**src/rtl/register_write_arbiter.sv**
```systemverilog
// Round-robin write arbiter sharing one register between NUM_REQ burst writers.
// Also sequences a deferred global clear and revokes ownership from stalled owners.
module register_write_arbiter #(
    parameter int BITWIDTH = 32,
    parameter int NUM_REQ  = 4,
    parameter int TIMEOUT  = 15
) (
    input  logic                        iClk,
    input  logic                        iRstN,
    input  logic [NUM_REQ-1:0]          iReq,
    input  logic [NUM_REQ-1:0]          iLast,
    input  logic [NUM_REQ*BITWIDTH-1:0] iData,
    input  logic                        iClr,
    output logic [NUM_REQ-1:0]          oGnt,
    output logic                        oBusy,
    output logic                        oEn,
    output logic                        oClr,
    output logic [BITWIDTH-1:0]         oData
);
    localparam int IW = (NUM_REQ > 1) ? $clog2(NUM_REQ) : 1;
    localparam int SW = $clog2(TIMEOUT + 2);
    localparam logic [SW-1:0] STALL_LAST = (TIMEOUT > 0) ? SW'(TIMEOUT - 1) : '0;

    typedef enum logic [1:0] {IDLE, OWN, CLEAR} state_t;

    state_t               state_reg, state_next;
    logic [IW-1:0]        ptr_reg, ptr_next;
    logic [IW-1:0]        owner_reg, owner_next;
    logic [SW-1:0]        stall_reg, stall_next;
    logic                 clr_pend_reg, clr_pend_next;
    logic [NUM_REQ-1:0]   gnt_reg, gnt_next;
    logic                 busy_reg, busy_next;
    logic                 en_reg, en_next;
    logic                 clr_reg, clr_next;
    logic [BITWIDTH-1:0]  data_reg, data_next;

    // Rotate requests so that bit 0 corresponds to ptr, then take the lowest set bit.
    logic [2*NUM_REQ-1:0] req_shift;
    logic [NUM_REQ-1:0]   rot_req;
    logic [IW-1:0]        pick_off;
    logic [IW:0]          pick_sum;
    logic [IW-1:0]        pick_idx;
    logic [NUM_REQ-1:0]   pick_onehot;
    logic [IW-1:0]        owner_inc;
    logic                 beat;

    assign req_shift = {iReq, iReq} >> ptr_reg;
    assign rot_req   = req_shift[NUM_REQ-1:0];

    always_comb begin
        pick_off = '0;
        for (int i = NUM_REQ - 1; i >= 0; i--) begin
            if (rot_req[i]) pick_off = IW'(i);
        end
    end

    assign pick_sum = {1'b0, ptr_reg} + {1'b0, pick_off};
    assign pick_idx = (pick_sum >= (IW+1)'(NUM_REQ)) ? IW'(pick_sum - (IW+1)'(NUM_REQ))
                                                     : IW'(pick_sum);

    generate
        for (genvar gi = 0; gi < NUM_REQ; gi++) begin : g_onehot
            assign pick_onehot[gi] = (pick_idx == IW'(gi));
        end
    endgenerate

    assign owner_inc = (owner_reg == IW'(NUM_REQ - 1)) ? '0 : owner_reg + 1'b1;
    assign beat      = iReq[owner_reg];

    always_comb begin
        state_next    = state_reg;
        ptr_next      = ptr_reg;
        owner_next    = owner_reg;
        stall_next    = stall_reg;
        clr_pend_next = clr_pend_reg | iClr;
        gnt_next      = gnt_reg;
        busy_next     = busy_reg;
        en_next       = 1'b0;
        clr_next      = 1'b0;
        data_next     = data_reg;

        case (state_reg)
            IDLE: begin
                if (clr_pend_reg) begin
                    // A clear arriving on the entry cycle stays pending for another pass.
                    state_next    = CLEAR;
                    clr_next      = 1'b1;
                    busy_next     = 1'b1;
                    clr_pend_next = iClr;
                end else if (|iReq) begin
                    state_next = OWN;
                    owner_next = pick_idx;
                    gnt_next   = pick_onehot;
                    busy_next  = 1'b1;
                    stall_next = '0;
                end
            end
            OWN: begin
                if (beat) begin
                    en_next    = 1'b1;
                    data_next  = iData[int'(owner_reg)*BITWIDTH +: BITWIDTH];
                    stall_next = '0;
                    if (iLast[owner_reg]) begin
                        state_next = IDLE;
                        gnt_next   = '0;
                        busy_next  = 1'b0;
                        ptr_next   = owner_inc;
                    end
                end else if (TIMEOUT != 0) begin
                    if (stall_reg == STALL_LAST) begin
                        state_next = IDLE;
                        gnt_next   = '0;
                        busy_next  = 1'b0;
                        ptr_next   = owner_inc;
                        stall_next = '0;
                    end else begin
                        stall_next = stall_reg + 1'b1;
                    end
                end
            end
            CLEAR: begin
                state_next = IDLE;
                busy_next  = 1'b0;
            end
            default: begin
                state_next = IDLE;
                gnt_next   = '0;
                busy_next  = 1'b0;
            end
        endcase
    end

    always_ff @(posedge iClk or negedge iRstN) begin
        if (!iRstN) begin
            state_reg    <= IDLE;
            ptr_reg      <= '0;
            owner_reg    <= '0;
            stall_reg    <= '0;
            clr_pend_reg <= 1'b0;
            gnt_reg      <= '0;
            busy_reg     <= 1'b0;
            en_reg       <= 1'b0;
            clr_reg      <= 1'b0;
            data_reg     <= '0;
        end else begin
            state_reg    <= state_next;
            ptr_reg      <= ptr_next;
            owner_reg    <= owner_next;
            stall_reg    <= stall_next;
            clr_pend_reg <= clr_pend_next;
            gnt_reg      <= gnt_next;
            busy_reg     <= busy_next;
            en_reg       <= en_next;
            clr_reg      <= clr_next;
            data_reg     <= data_next;
        end
    end

    assign oGnt  = gnt_reg;
    assign oBusy = busy_reg;
    assign oEn   = en_reg;
    assign oClr  = clr_reg;
    assign oData = data_reg;

endmodule

```
**config.mk**
```make
export PLATFORM = sky130hd
export DESIGN_NAME = register_write_arbiter
export DESIGN_NICKNAME = d
export VERILOG_FILES = /design/src/rtl/register_write_arbiter.sv
export SDC_FILE = /design/constraint.sdc
export NUM_CORES = 1
export LEC_CHECK = 0
export ABC_AREA = 1
export BUFFER_PORTS_ARGS = -buffer_cell sky130_fd_sc_hd__buf_4
export CORE_MARGIN = 2
export CORE_UTILIZATION = 35
export CTS_BUF_LIST = sky130_fd_sc_hd__clkbuf_8
export DETAILED_ROUTE_END_ITERATION = 16
export PLACE_DENSITY = 0.71
export SETUP_SLACK_MARGIN = 0.02
export SYNTH_ARGS = -nofsm -noshare
export SYNTH_HDL_FRONTEND = slang
export SYNTH_SLANG_ARGS = --single-unit
```
**constraint.sdc**
```tcl
create_clock -name iClk -period 1.7 [get_ports iClk]
set_input_delay 0.17 -clock iClk [delete_from_list [all_inputs] [get_ports iClk]]
set_output_delay 0.17 -clock iClk [all_outputs]
set_load 0.02 [all_outputs]
```
==> results.toml <==
[drt]
drc = 0
routed_wl_um = 10800
post_drt_via_cell_ratio = 5.08
vias = 3827
firstDrtPassIters = 5
ant_nets = 0
drt_iter0_drc = 171
wl_per_cell_um = 14.3

[outcome]
violations = "negative setup slack"
status = "finished with violations"

[power]
leakage_uw = 0.00258
power_frac_comb_pct = 65.1
p_sw_uw = 3790
seqPwrFrac_pct = 26.3
p_total_uw = 7800
p_int_uw = 4010
p_per_area_nw_per_um2 = 1590
ir_drop_v = 0.000790
pwr-share-clk_pct = 8.6
swShare_pct = 48.6

[critical_path]
startpoint_type = "flip-flop"
rrSetupSlack_ns = -0.14
cp_max_fo = 6
crit_arrival_ns = 2.04
critPathKind = "reg -> reg"
cp_data_required_time_ns = 1.90
critPathCaptureType = "flip-flop"

[clock_tree]
cts_tree = "built"
clk_latency_ns = 0.30
cts-htree-levels = 2
root_buffer = "clkbuf_8"
clk_pin_slew_ns = 0.09
numCtsBuffers = 5
clockBufferDepth = 2
cts.sinks = 51

[synth]
yosysTopAreaCell = "dfrtp_1"
synth_flop_cell = "dfrtp_1"
ys_types = 28
ys_seq_area_share_pct = 39.8
synth_commonest_cells = "nand2_1, nor2_1, o21ai_0"
yosys-top-cells-area = "dfrtp_1, nand2_1, o21ai_0"
avgSynthCellArea_um2 = 6.84
ys_warn_count = 0
synth_nets = 612
post-synth-top-count-cell = "nand2_1"
synth_top_area_share_pct = 39.8
synthCells = 469
synth_seq_cells = 51
async_reset_ff_share_pct = 100
synth-edff-count = 0
syn-cell-area_um2 = 3210

[finish]
multi_input_area_um2 = 1840
stdcell_count = 754
utilization_pct = 55.5
drive_gt1_share_pct = 37.5
largest_reg_flops = 32
design_area_um2 = 4890
layout.filler_cells = 836
seq_area_um2 = 1280
syn2layout_area_growth_pct = 52.5
diodes = 0
final_nets = 788

[sta]
slew_violations = 0
final.setup.worst_slack_ns = -0.145
finalSetupViolCount = 5
rsz0062_at_grt = "yes"
fmax_mhz = 542
relSlewSlack_pct = 56.1
fin_skew_ns = 0.0105
tightest_slew_ns = 0.659
fin_crit_ns = 1.84
hold_viol = 0
finalSetupTns_ns = -0.572
fin_crit_sh_pct = 109

[worst_hold_path]
hold_class = "in -> reg"

[placement]
place.gp.congestion = 0.846
placed_area_um2 = 4600
io_buffers = 177
placedCellCount = 737
hpwl_um = 7590

[floorplan]
io_pins = 178
rows = 34
start_util_pct = 36.4
fp.dieW_um = 99.7
core_area_um2 = 8810
die_y_um = 99.7
die-area_um2 = 9950

[grt]
grt_max_degree = 52
antenna_found_initial = 0
grt_pass1_vias = 3599
gr-usage-all-layers_pct = 21.0
grt_pass1_wl_um = 17000
overflow = 0

[job]
drv_cap = 0
-- final timing paths --
kind | start | end | cells past startpoint
worst max-delay path | ptr_reg[0]$_DFFE_PN0P_ | oGnt[2]$_DFFE_PN0P_ | 13
worst min-delay path | iClr | clr_pend_reg$_DFF_PN0_ | 2
worst max register to register | ptr_reg[0]$_DFFE_PN0P_ | oGnt[2]$_DFFE_PN0P_ | 13
worst min register to register | oData[24]$_DFFE_PN0P_ | oData[24]$_DFFE_PN0P_ | 2
max in group asynchronous | iRstN | ptr_reg[0]$_DFFE_PN0P_ | 2
min in group asynchronous | iRstN | oBusy$_DFFE_PN0P_ | 2
-- through the flow --
stage | setup WS (ns) | hold slack, ns
floorplan | 0.0450 | -0.126
global placement | -0.0358 | 0.238
detailed placement | -0.154 | 0.248
CTS | -0.0672 | 0.0505
global route | -0.271 | 0.0535
finish | -0.145 | 0.0554
-- cells by family (layout without fill, tap and decap cells) --
kind of cell / count (synthesis) / in the layout / synth area share (%)
AND/OR/NAND/NOR: 260 / 261 / 33.2
buffers and inverters: 45 / 221 / 6.79
AO/OA/AOI/OAI: 107 / 107 / 18.2
XOR/XNOR: 2 / 2 / 0.546
flip-flops: 51 / 51 / 39.8
adder cells (fa/ha/maj): 4 / 4 / 1.56
-- critical path, stage by stage (launching register included) --
cell and delay [ns]:
dfrtp_2 0.46, inv_4 0.08, nand2_2 0.08, nand3_2 0.07, nand2_2 0.09, nand3_2 0.08, a21boi_2 0.14, ha_2 0.21
xor2_2 0.19, inv_1 0.07, nand3_2 0.10, nand2_4 0.06, nand2_1 0.06, nand2_1 0.04
-- cells in the final DEF, fill, tap and decap left out, drive strengths merged, types with 3 or more instances in the layout --
cell type	n
buf	194
nand2	155
nor2	78
o21ai	69
dfrtp	51
o22ai	32
nand3	25
inv	20
clkbuf	5
ha	4
a21oi	3
-- routing by layer --
metal | vias up | share of wire [%] | track usage (%)
li1 | 1896 | - | -
met1 | 1774 | 41 | 25.8
met2 | 137 | 51 | 37.2
met3 | 20 | 6.3 | 4.08
met4 | 0 | 2.2 | 6.43
met5 | - | 0 | 0
-- cell type report --
cell class                 count  area share (%)
multi-input combinational    374            37.6
timing repair buffer         195            30.4
sequential                    51            26.1
tap                          108            2.76
inverter                      18            1.48
clock buffer                   5            1.41
clock inverter                 3           0.256
-- power by group through the flow --
stage               Combinational (uW)  Sequential [uW]  Clock [uW]
finish                            5080             2050         670
global route                      5620             2110         745
CTS                               4850             2040         690
detailed placement                4640             2050           0
global placement                  4490             2040           0
floorplan                         2540             2530           0
-- what timing repair did --
item | in CTS | in global routing
cloned | 1 | 0
setup endpoints to repair | 39 | 41
hold buffers | 1 | 0
hold endpoints to repair | 51 | 0
setup buffers | 4 | 3
pin swaps | 10 | 8
resized for setup | 11 | 26
(Power assumes the default switching activity.)
